<file path="src/rtl/program_loader.sv">
// Program loader: packs instruction fields into 11-bit words, writes them to the
// instruction RAM from address 0 upward, reads each one back to verify it, and holds
// the CPU in reset until a load has completed successfully.
module program_loader #(
    parameter int unsigned ADDR_W = 4,
    parameter int unsigned DEPTH  = 16
) (
    input  logic              clk,
    input  logic              reset_n,
    input  logic              start,
    input  logic              in_valid,
    output logic              in_ready,
    input  logic [2:0]        in_opcode,
    input  logic [3:0]        in_op1,
    input  logic [3:0]        in_op2,
    input  logic              in_last,
    output logic              ram_csn,
    output logic              ram_rwn,
    output logic [ADDR_W-1:0] ram_addr,
    output logic [10:0]       ram_wdata,
    input  logic [10:0]       ram_rdata,
    output logic              busy,
    output logic              done,
    output logic [ADDR_W:0]   load_count,
    output logic              err_illegal,
    output logic              err_verify,
    output logic              trunc,
    output logic              cpu_reset_n
);

    typedef enum logic [2:0] {
        StIdle, StAccept, StWrite, StRead, StCheck, StDone, StError
    } state_e;

    localparam logic [ADDR_W-1:0] LastAddr  = ADDR_W'(DEPTH - 1);
    localparam logic [ADDR_W:0]   FullCount = (ADDR_W + 1)'(DEPTH);

    state_e            state_q, state_d;
    logic [ADDR_W-1:0] addr_q, addr_d;
    logic [ADDR_W:0]   count_q, count_d;
    logic [10:0]       word_q, word_d;
    logic              last_q, last_d;
    logic              err_ill_q, err_ill_d;
    logic              err_ver_q, err_ver_d;
    logic              trunc_q, trunc_d;

    // State and datapath registers; reset forces the idle, CPU-held-in-reset picture.
    always_ff @(posedge clk or negedge reset_n) begin
        if (!reset_n) begin
            state_q   <= StIdle;
            addr_q    <= '0;
            count_q   <= '0;
            word_q    <= '0;
            last_q    <= 1'b0;
            err_ill_q <= 1'b0;
            err_ver_q <= 1'b0;
            trunc_q   <= 1'b0;
        end else begin
            state_q   <= state_d;
            addr_q    <= addr_d;
            count_q   <= count_d;
            word_q    <= word_d;
            last_q    <= last_d;
            err_ill_q <= err_ill_d;
            err_ver_q <= err_ver_d;
            trunc_q   <= trunc_d;
        end
    end

    // Next-state and datapath update: accept, write, read back, compare, repeat.
    always_comb begin
        state_d   = state_q;
        addr_d    = addr_q;
        count_d   = count_q;
        word_d    = word_q;
        last_d    = last_q;
        err_ill_d = err_ill_q;
        err_ver_d = err_ver_q;
        trunc_d   = trunc_q;
        case (state_q)
            StIdle, StDone, StError: begin
                if (start) begin
                    state_d   = StAccept;
                    addr_d    = '0;
                    count_d   = '0;
                    err_ill_d = 1'b0;
                    err_ver_d = 1'b0;
                    trunc_d   = 1'b0;
                end
            end
            StAccept: begin
                if (in_valid) begin
                    if (in_opcode == 3'b111) begin
                        err_ill_d = 1'b1;
                        state_d   = StError;
                    end else begin
                        word_d  = {in_opcode, in_op1, in_op2};
                        last_d  = in_last;
                        state_d = StWrite;
                    end
                end
            end
            StWrite: state_d = StRead;
            StRead:  state_d = StCheck;
            StCheck: begin
                if (ram_rdata != word_q) begin
                    err_ver_d = 1'b1;
                    state_d   = StError;
                end else begin
                    if (count_q != FullCount) count_d = count_q + 1'b1;
                    if (last_q) begin
                        state_d = StDone;
                    end else if (addr_q == LastAddr) begin
                        // RAM is full but the program has not ended: stop without wrapping.
                        trunc_d = 1'b1;
                        state_d = StDone;
                    end else begin
                        addr_d  = addr_q + 1'b1;
                        state_d = StAccept;
                    end
                end
            end
            default: state_d = StIdle;
        endcase
    end

    // Moore output decode from the registered state and datapath.
    always_comb begin
        in_ready    = (state_q == StAccept);
        busy        = (state_q == StAccept) || (state_q == StWrite) ||
                      (state_q == StRead)   || (state_q == StCheck);
        ram_csn     = !((state_q == StWrite) || (state_q == StRead));
        ram_rwn     = (state_q != StWrite);
        ram_addr    = addr_q;
        ram_wdata   = word_q;
        done        = (state_q == StDone);
        cpu_reset_n = (state_q == StDone);
        load_count  = count_q;
        err_illegal = err_ill_q;
        err_verify  = err_ver_q;
        trunc       = trunc_q;
    end

endmodule

</file>
<file path="config.mk">
export PLATFORM = sky130hd
export DESIGN_NAME = program_loader
export DESIGN_NICKNAME = d
export VERILOG_FILES = /design/src/rtl/program_loader.sv
export SDC_FILE = /design/constraint.sdc
export NUM_CORES = 1
export LEC_CHECK = 0
export ABC_AREA = 1
export CORE_ASPECT_RATIO = 1.2
export CORE_MARGIN = 8
export CORE_UTILIZATION = 35
export CTS_BUF_LIST = sky130_fd_sc_hd__clkbuf_4 sky130_fd_sc_hd__clkbuf_8 sky130_fd_sc_hd__clkbuf_16
export CTS_CLUSTER_SIZE = 10
export DETAILED_ROUTE_END_ITERATION = 10
export DONT_BUFFER_PORTS = 1
export HOLD_SLACK_MARGIN = 0.02
export PLACE_DENSITY_LB_ADDON = 0.15
export SLEW_MARGIN = 15
export SYNTH_ARGS = -nofsm -noshare
export SYNTH_HDL_FRONTEND = slang
export SYNTH_SLANG_ARGS = --single-unit
</file>
<file path="constraint.sdc">
create_clock -name clk -period 1.9 [get_ports clk]
set_input_delay 0.19 -clock clk [delete_from_list [all_inputs] [get_ports clk]]
set_output_delay 0.19 -clock clk [all_outputs]
set_load 0.02 [all_outputs]
</file>
==> impl_metrics.csv, run 1 <==
group,metric,value,unit
grt,antenna_found_initial,0,
drt,dr_total_vias,1303,
logic_synthesis,synth_common_cells,"nand2_1, dfrtp_1, inv_1",
setup_path,critPathRequiredTime,2.12,ns
floorplanning,design.die.area,7045,µm²
layout,ff_latch_area,675.6,µm²
timing,setup_tns,0,ns
power_and_ir_drop,intPower,1.391,mW
logic_synthesis,yosys.area.top_type,"dfrtp_1",
floorplanning,ios,56,
cts,clock_path_buffers,2,
logic_synthesis,synth_top_area_share,41.89,%
placed_design,dpl.hpwl,3079,µm
setup_path,crit_path_end_kind,"flip-flop",
layout,syn_to_final_growth,11.56,%
cts,clk_pin_slew,0.10,ns
logic_synthesis,yosys_warnings,0,
status,outcome,"complete, no violations",
drt,first_pass_iters,4,
logic_synthesis,synth.net_count,235,
power_and_ir_drop,p_per_area,1557,nW/µm²
placed_design,io_buffers,0,
drt,drc,0,
layout,final_cells,274,
grt,grt_pass1_wl,6596,µm
cts,cts_made_buffers,3,
logic_synthesis,ys_types,25,
cts,clkSinkCount,27,
drt,viasPerCell,4.755,
power_and_ir_drop,p_sw_share,50.32,%
logic_synthesis,synth_area_per_cell,7.867,µm²
grt,gr-usage-all-layers,11.47,%
timing,fmax,610.3,MHz
logic_synthesis,synth-seq-area-share,41.89,%
drt,routed_wl,3942,µm
power_and_ir_drop,p_comb_share,47.6,%
layout,num-fill-cells,491,
drt,drt_iter0_drc,44,
timing,setup_viol,0,
timing,final_max_slew_viol_count,0,
power_and_ir_drop,p_clk_share,12.1,%
run,max-cap-violations,0,
grt,grt_max_degree,28,
placed_design,dp.cells,268,
cts,clkLatencyLatePin,0.28,ns
power_and_ir_drop,switchingPower,1.409,mW
setup_path,path_max_fanout,4,
timing,slew_headroom,72.73,%
cts,cts_tree,"done",
logic_synthesis,synth_cells,205,
timing,timing.hold.ws,0.03083,ns
timing,tightest_slew,0.4080,ns
logic_synthesis,synth-edff-count,0,
logic_synthesis,yosysMostFrequentCell,"nand2_1",
timing,rsz0062_at_grt,"no",
grt,grt-ovfl-total,0,
logic_synthesis,async_reset_ff_share,100.0,%
placed_design,placed_area,1723,µm²
hold_path,hp-class,"input pin to flip-flop",
logic_synthesis,yosys-top-cells-area,"dfrtp_1, nand2_1, inv_1",
timing,finalHoldViolations,0,
cts,postCtsSetupBuffers,0,
drt,wl_per_cell,14.39,µm
layout,multi_input_area,828.3,µm²
floorplanning,row_count,27,
setup_path,crit_arrival,1.86,ns
layout,n_antenna_cell,0,
logic_synthesis,synth_seq_cells,27,
grt,grt_pass1_vias,1361,
cts,ctsResizeCount,0,
cts,clockRootBuffer,"clkbuf_8",
layout,drive_above_1_share,17.59,%
timing,min_period,1.638,ns
floorplanning,start_util,35.63,%
logic_synthesis,netlist_area,1613,µm²
power_and_ir_drop,seqPwrFrac,40.3,%
power_and_ir_drop,ir_drop,499.0,µV
floorplanning,die_w,77.97,µm
setup_path,start_kind,"flip-flop",
layout,design_area,1799,µm²
cts,hold_buffers,2,
logic_synthesis,synth-main-ff-cell,"dfrtp_1",
floorplanning,coreArea,4527,µm²
drt,ant_nets,0,
setup_path,critPathKind,"flip-flop to flip-flop",
timing,post-route-period-util,86.24,%
cts,htree_num_levels,1,
power_and_ir_drop,power_leakage,0.9047,nW
timing,fin_skew,0.004198,ns
placed_design,gp_congestion,0.7782,
layout,final_nets,247,
floorplanning,die_h,90.36,µm
## cell families after synthesis
| logic type | share of synthesized area (%) |
|---|---|
| adder cells (fa/ha/maj) | 2.328 |
| AO/OA/AOI/OAI | 6.362 |
| flip-flops | 41.89 |
| buffers and inverters | 6.749 |
| multiplexers | 4.189 |
| AND/OR/NAND/NOR | 34.14 |
| XOR/XNOR | 4.345 |
## layout by cell type, fill, tap and decap left out, types with 2 or more instances in the layout
cell,count
o21ai_1,3
clkbuf_8,3
o21ai_0,10
a21oi_1,4
nand2_1,72
buf_4,7
nor2_1,13
nor2_4,3
xnor2_1,5
xor2_1,3
nor3_1,2
inv_2,5
nand4_1,4
dfrtp_1,27
nand2_4,3
nand3_2,2
mux2_2,6
ha_1,3
inv_1,20
nand3_1,11
o21ai_2,2
## final timing paths
path                                           start                         to  slack, ns  cells after the start
min reg2reg                load_count[0]$_DFFE_PN0P_  load_count[0]$_DFFE_PN0P_       0.57                      3
max reg2reg                 ram_wdata[7]$_DFFE_PN0P_          trunc$_DFFE_PN0P_       0.26                      7
max                         ram_wdata[7]$_DFFE_PN0P_          trunc$_DFFE_PN0P_       0.26                      7
min in group asynchronous                    reset_n  load_count[0]$_DFFE_PN0P_       0.33                      2
min                                        in_op2[1]   ram_wdata[1]$_DFFE_PN0P_       0.03                      2
max in group asynchronous                    reset_n     state_q[0]$_DFFE_PN0P_       1.41                      2
## state kept, by name, indices dropped and copies added, names as in the netlist
signal / count
trunc: 1
state_q: 3
load_count: 5
err_verify: 1
err_illegal: 1
ram_wdata: 11
last_q: 1
ram_addr: 4
## per-stage QoR
| step | worst slack, ns | util [%] | power, mW |
|---|---|---|---|
| floorplan | 0.4197 | - | 2.170 |
| global placement | 0.2845 | 38.06 | 2.480 |
| detailed placement | 0.2683 | 38.06 | 2.489 |
| CTS | 0.2350 | 39.75 | 2.857 |
| global route | 0.08484 | 39.75 | 3.058 |
| finish | 0.2615 | 39.75 | 2.801 |
## critical path, stage by stage (launching register included)
cell and delay [ns]:
dfrtp_1 0.49, xnor2_1 0.23, nand2_1 0.07, nor2_1 0.10, nand3_1 0.17, nor2_1 0.30
nand3_1 0.13, nand2_1 0.09
## routing by layer
layer / part of all wire, % / wire [µm] / global-route usage, %
met4: 1.2 / 46 / 5.418
met5: 0 / 0 / 0
met3: 9.2 / 364 / 4.482
met1: 42 / 1656 / 12.86
met2: 48 / 1875 / 18.49
## area by class of cell
type / instances / area share, %
Multi-Input combinational cell: 151 / 46.04
Clock buffer: 3 / 2.295
Tap cell: 58 / 4.033
Clock inverter: 1 / 0.2782
Timing Repair Buffer: 9 / 4.590
Inverter: 25 / 5.216
Sequential cell: 27 / 37.55
## power by group through the flow
stage,Clock (mW),Sequential (mW),Combinational [mW]
2_1_floorplan,0,1.13,1.04
3_3_place_gp,0,1.14,1.34
3_5_place_dp,0,1.15,1.34
4_1_cts,0.356,1.14,1.36
5_1_grt,0.370,1.17,1.52
6_report,0.338,1.13,1.33
Note: power is estimated with default switching activity, not from simulation.
==> run 2: changes to the inputs <==
--- a/config.mk
+++ b/config.mk
@@ -14,6 +14,7 @@
 export DETAILED_ROUTE_END_ITERATION = 10
 export DONT_BUFFER_PORTS = 1
 export HOLD_SLACK_MARGIN = 0.02
+export MAX_ROUTING_LAYER = met4
 export PLACE_DENSITY_LB_ADDON = 0.15
 export SLEW_MARGIN = 15
 export SYNTH_ARGS = -nofsm -noshare
==> run 2 against run 1 <==
Effect of this change: clock skew about the same; worst setup slack worse by 0.0074 ns; non-clock buffer count unchanged; clock power about the same; combinational power about the same; via count unchanged; critical path type unchanged; critical endpoint unchanged.
==> impl_metrics.csv, run 2 (synthesis results as in run 1) <==
group,metric,value,unit
status,outcome,"complete, no violations",
floorplanning,start_util,35.63,%
floorplanning,die_h,90.36,µm
timing,setup_viol,0,
power_and_ir_drop,intPower,1.391,mW
drt,wl_per_cell,14.39,µm
setup_path,critPathKind,"flip-flop to flip-flop",
placed_design,io_buffers,0,
hold_path,hp-class,"input pin to flip-flop",
setup_path,reg2reg_slack,0.25,ns
setup_path,path_max_fanout,4,
placed_design,dpl.hpwl,3079,µm
cts,clkSinkCount,27,
timing,setup_tns,0,ns
timing,fin_skew,0.004335,ns
timing,post-route-period-util,86.62,%
setup_path,slowest_delay,0.49,ns
hold_path,min_path_cells,2,
hold_path,worstHoldStart,"in_op2[1]",
layout,n_antenna_cell,0,
timing,min_period,1.646,ns
layout,num-fill-cells,491,
setup_path,ff2ff_path_depth,7,
layout,final_cell_mix,"nand2_1, dfrtp_1, inv_1",
power_and_ir_drop,p_per_area,1556,nW/µm²
power_and_ir_drop,power_leakage,0.9047,nW
floorplanning,design.die.area,7045,µm²
timing,finalHoldViolations,0,
setup_path,crit_path_end_kind,"flip-flop",
drt,drt_iter0_drc,36,
placed_design,gp_congestion,0.7888,
setup_path,crit_arrival,1.86,ns
timing,tightest_slew,0.4080,ns
layout,final_nets,247,
layout,ff_latch_area,675.6,µm²
power_and_ir_drop,p_sw_share,50.30,%
drt,ant_nets,0,
power_and_ir_drop,p_comb_share,47.6,%
grt,grt-ovfl-total,0,
timing,timing.hold.ws,0.03086,ns
hold_path,hold_end,"ram_wdata[1]$_DFFE_PN0P_",
cts,clockRootBuffer,"clkbuf_8",
power_and_ir_drop,p_clk_share,12.1,%
drt,dr_total_vias,1303,
power_and_ir_drop,ir_drop,499.0,µV
power_and_ir_drop,switchingPower,1.408,mW
run,max-cap-violations,0,
timing,rsz0062_at_grt,"no",
timing,fmax,607.6,MHz
cts,htree_num_levels,1,
setup_path,start_kind,"flip-flop",
setup_path,r2r_start,"ram_wdata[7]$_DFFE_PN0P_",
layout,largest_register_ffs,11,
layout,multi_input_area,828.3,µm²
cts,cts_made_buffers,3,
grt,grt_max_degree,28,
floorplanning,row_count,27,
floorplanning,die_w,77.97,µm
setup_path,cp_slowest_cell,"dfrtp_1",
layout,layout_commonest_cell,"nand2_1",
cts,clk_pin_slew,0.10,ns
power_and_ir_drop,seqPwrFrac,40.3,%
timing,final_max_slew_viol_count,0,
drt,routed_wl,3942,µm
cts,postCtsSetupBuffers,0,
grt,antenna_found_initial,0,
cts,clock_path_buffers,2,
floorplanning,coreArea,4527,µm²
timing,slew_headroom,72.73,%
grt,grt_pass1_wl,6603,µm
layout,syn_to_final_growth,11.56,%
cts,cts_tree,"done",
drt,first_pass_iters,4,
grt,grt_pass1_vias,1361,
drt,drc,0,
layout,drive_above_1_share,17.59,%
setup_path,critPathRequiredTime,2.12,ns
cts,clkLatencyLatePin,0.28,ns
floorplanning,ios,56,
setup_path,cp_cell_sequence,"xnor2_1 -> nand2_1 -> nor2_1 -> nand3_1 -> nor2_1 -> nand3_1 -> nand2_1",
drt,viasPerCell,4.755,
grt,gr-usage-all-layers,11.78,%
setup_path,rr_endpoint,"trunc$_DFFE_PN0P_",
run 2: final cells by class:
class | count | share of cell area [%]
multi-input combinational | 151 | 46.04
sequential | 27 | 37.55
inverter | 25 | 5.216
timing repair buffer | 9 | 4.590
tap | 58 | 4.033
clock buffer | 3 | 2.295
clock inverter | 1 | 0.2782
run 2: stage by stage:
step                instance area, µm²  worst slack (ns)  cells  total power [mW]  utilization, %
floorplan                         1613            0.4197    205             2.170               -
global placement                  1723            0.2845    268             2.480           38.06
detailed placement                1723            0.2683    268             2.489           38.06
CTS                               1799            0.2350    274             2.857           39.75
global route                      1799           0.08484    274             3.058           39.75
finish                            1799            0.2541    274             2.800           39.75
run 2: how the worst max path moves through the flow:
stage                                         start                   endpoint  slack [ns]
final                      ram_wdata[7]$_DFFE_PN0P_          trunc$_DFFE_PN0P_        0.25
after global placement       state_q[1]$_DFFE_PN0P_   ram_wdata[2]$_DFFE_PN0P_        0.28
after floorplan           load_count[0]$_DFFE_PN0P_  load_count[3]$_DFFE_PN0P_        0.42
after detailed placement   ram_wdata[7]$_DFFE_PN0P_    ram_addr[2]$_DFFE_PN0P_        0.27
after global routing       ram_wdata[5]$_DFFE_PN0P_    ram_addr[1]$_DFFE_PN0P_        0.08
after CTS                  ram_wdata[7]$_DFFE_PN0P_          trunc$_DFFE_PN0P_        0.24
run 2: what timing repair did:
item,4_1_cts,5_1_grt
hold buffers,2,0
resized for setup,0,0
hold endpoints to repair,27,0
run 2: layer usage:
metal	track usage [%]	routed length, µm	up-vias	part of all wire (%)
li1	-	-	670	-
met1	13.04	1652	598	42
met3	4.283	370	2	9.4
met5	-	0	-	0
met2	18.42	1873	33	48
met4	5.418	46	0	1.2
run 2: power groups by stage:
stage	combinational [mW]	sequential, mW	clock [mW]
floorplan	1.04	1.13	0
global placement	1.34	1.14	0
detailed placement	1.34	1.15	0
CTS	1.36	1.14	0.356
global route	1.52	1.17	0.370
finish	1.33	1.13	0.338
run 2: worst max-delay path, delay by kind of cell (launching register included):
family	cells	cell delay, ns
flops	1	0.49
xor+xnor	1	0.23
simple gates	6	0.87
==> run 3: changes to the inputs <==
--- a/config.mk
+++ b/config.mk
@@ -8,9 +8,8 @@
 export ABC_AREA = 1
 export CORE_ASPECT_RATIO = 1.2
 export CORE_MARGIN = 8
-export CORE_UTILIZATION = 35
+export CORE_UTILIZATION = 50
 export CTS_BUF_LIST = sky130_fd_sc_hd__clkbuf_4 sky130_fd_sc_hd__clkbuf_8 sky130_fd_sc_hd__clkbuf_16
-export CTS_CLUSTER_SIZE = 10
 export DETAILED_ROUTE_END_ITERATION = 10
 export DONT_BUFFER_PORTS = 1
 export HOLD_SLACK_MARGIN = 0.02
==> run 3 against run 2 <==
Effect of this change: combinational power hardly changed; total power is 2.4% lower; utilization is 20 points higher; final cell count is 4.7% lower; critical path depth is 2 lower; clock power is 27% lower; first-iteration DRC count is 8.3% lower; global-route usage is 2.9 points higher; cell area is 2.9% higher; non-clock buffer count is 9 higher; sequential share of layout area is 1.0 points lower; critical path type is now flip-flop to output pin.
==> impl_metrics.csv, run 3 (synthesis results as in run 1) <==
group,metric,value,unit
cts,clkLatencyLatePin,0.33,ns
cts,clkSinkCount,27,
cts,cts_made_buffers,3,
status,outcome,"complete, no violations",
hold_path,hold_end,"state_q[2]$_DFFE_PN0P_",
floorplanning,coreArea,3083,µm²
timing,rsz0062_at_grt,"no",
setup_path,start_kind,"flip-flop",
floorplanning,ios,56,
power_and_ir_drop,power_leakage,0.9309,nW
cts,htree_num_levels,1,
setup_path,rr_endpoint,"ram_wdata[7]$_DFFE_PN0P_",
placed_design,dpl.hpwl,2853,µm
cts,clockRootBuffer,"clkbuf_4",
layout,largest_register_ffs,11,
floorplanning,row_count,22,
run,max-cap-violations,0,
floorplanning,die_w,67.85,µm
power_and_ir_drop,ir_drop,785.7,µV
floorplanning,die_h,78.22,µm
hold_path,worstHoldStart,"in_valid",
setup_path,critPathKind,"flip-flop to output pin",
timing,post-route-period-util,91.68,%
setup_path,ff2ff_path_depth,4,
timing,setup_viol,0,
drt,first_pass_iters,4,
setup_path,reg2reg_slack,0.27,ns
timing,timing.hold.ws,0.08108,ns
setup_path,critPathRequiredTime,1.71,ns
setup_path,cp_cell_sequence,"inv_2 -> nor3_1 -> inv_1 -> nand2_1 -> inv_1",
setup_path,crit_arrival,1.55,ns
grt,gr-usage-all-layers,14.67,%
timing,min_period,1.742,ns
cts,cts_tree,"done",
grt,grt_max_degree,28,
grt,grt-ovfl-total,0,
timing,final_max_slew_viol_count,0,
cts,ctsResizeCount,0,
layout,final_nets,256,
cts,clk_pin_slew,0.13,ns
timing,setup_tns,0,ns
drt,wl_met3,355,µm
setup_path,r2r_start,"state_q[1]$_DFFE_PN0P_",
grt,antenna_found_initial,0,
drt,drt_iter0_drc,33,
layout,drive_above_1_share,15.56,%
drt,dr_wl_met2,1972,µm
layout,syn_to_final_growth,14.74,%
timing,finalHoldViolations,0,
grt,grt_pass1_vias,1451,
timing,slew_headroom,74.51,%
setup_path,cp_slowest_cell,"dfrtp_1",
drt,ant_nets,0,
drt,top_layer,"met4",
drt,drc,0,
setup_path,path_max_fanout,5,
cts,clock_path_buffers,2,
layout,num-fill-cells,271,
drt,wl_met1,1367,µm
timing,fin_skew,0.01388,ns
timing,tightest_slew,0.3815,ns
floorplanning,design.die.area,5307,µm²
drt,viasPerCell,5.230,
drt,dr_total_vias,1365,
layout,n_antenna_cell,0,
setup_path,crit_path_end_kind,"output pin",
floorplanning,start_util,52.31,%
hold_path,min_path_cells,3,
layout,final_util,60.02,%
layout,layout_commonest_cell,"nand2_1",
placed_design,io_buffers,0,
hold_path,hp-class,"input pin to flip-flop",
grt,grt_pass1_wl,6168,µm
setup_path,crit_path_frequent_cell,"inv_1",
placed_design,gp_congestion,0.7444,
timing,fmax,574.1,MHz
drt,routed_wl,3733,µm
layout,final_cell_mix,"nand2_1, dfrtp_1, inv_1",
power_and_ir_drop,p_per_area,1476,nW/µm²
setup_path,slowest_delay,0.50,ns
drt,wl_per_cell,14.30,µm
==> run 3: changes by cell type in the layout (fill, tap and decap cells not counted), sizes merged <==
cell         previous run  this run
buf                     8         5
dlygate4sd3             1        13
==> run 3: stage by stage <==
stage,total power [mW],cell area (µm²),setup slack [ns],cells
after floorplan,2.170,1613,0.4197,205
after global placement,2.407,1673,0.3492,243
after detailed placement,2.453,1673,0.3065,243
after CTS,2.741,1851,0.1732,261
after global routing,2.965,1851,0.04879,261
final,2.732,1851,0.1580,261
==> run 3: layout make-up <==
cell class	instances	area, µm²	area share (%)
clock inverters	1	5.005	0.2705
flip-flops and latches	27	675.6	36.51
multi-input cells	151	828.3	44.76
clock buffers	3	22.52	1.217
well taps	36	45.04	2.434
inverters	25	93.84	5.071
repair buffers	18	180.2	9.736
==> run 3: routing by layer <==
metal	up-vias	track usage [%]
met5	-	-
met4	0	3.696
met3	5	3.267
met2	40	27.73
met1	628	14.36
li1	692	-
==> run 3: where the power goes <==
| group | internal (mW) | switching (mW) |
|---|---|---|
| logic | 0.480 | 0.857 |
| clock network | 0.0790 | 0.169 |
| registers | 0.769 | 0.378 |
==> run 3: worst max path at each step <==
stage,startpoint,to,slack (ns),cells past startpoint
after detailed placement,state_q[2]$_DFFE_PN0P_,ram_wdata[6]$_DFFE_PN0P_,0.31,4
after floorplan,load_count[0]$_DFFE_PN0P_,load_count[3]$_DFFE_PN0P_,0.42,9
after global routing,state_q[1]$_DFFE_PN0P_,ram_csn,0.05,5
after global placement,load_count[1]$_DFFE_PN0P_,load_count[4]$_DFFE_PN0P_,0.35,9
final,state_q[1]$_DFFE_PN0P_,ram_csn,0.16,5
after CTS,state_q[1]$_DFFE_PN0P_,ram_csn,0.17,5
==> run 3: repair_timing <==
action                    4_1_cts  5_1_grt
setup buffers                   0        0
hold buffers                   14        0
hold endpoints to repair       39        0
==> run 3: worst max-delay path, delay by kind of cell, from the launching register on <==
| family | cells | cell delay (ns) |
|---|---|---|
| buffers and inverters | 3 | 0.33 |
| flip-flops | 1 | 0.50 |
| AND/OR/NAND/NOR | 2 | 0.41 |
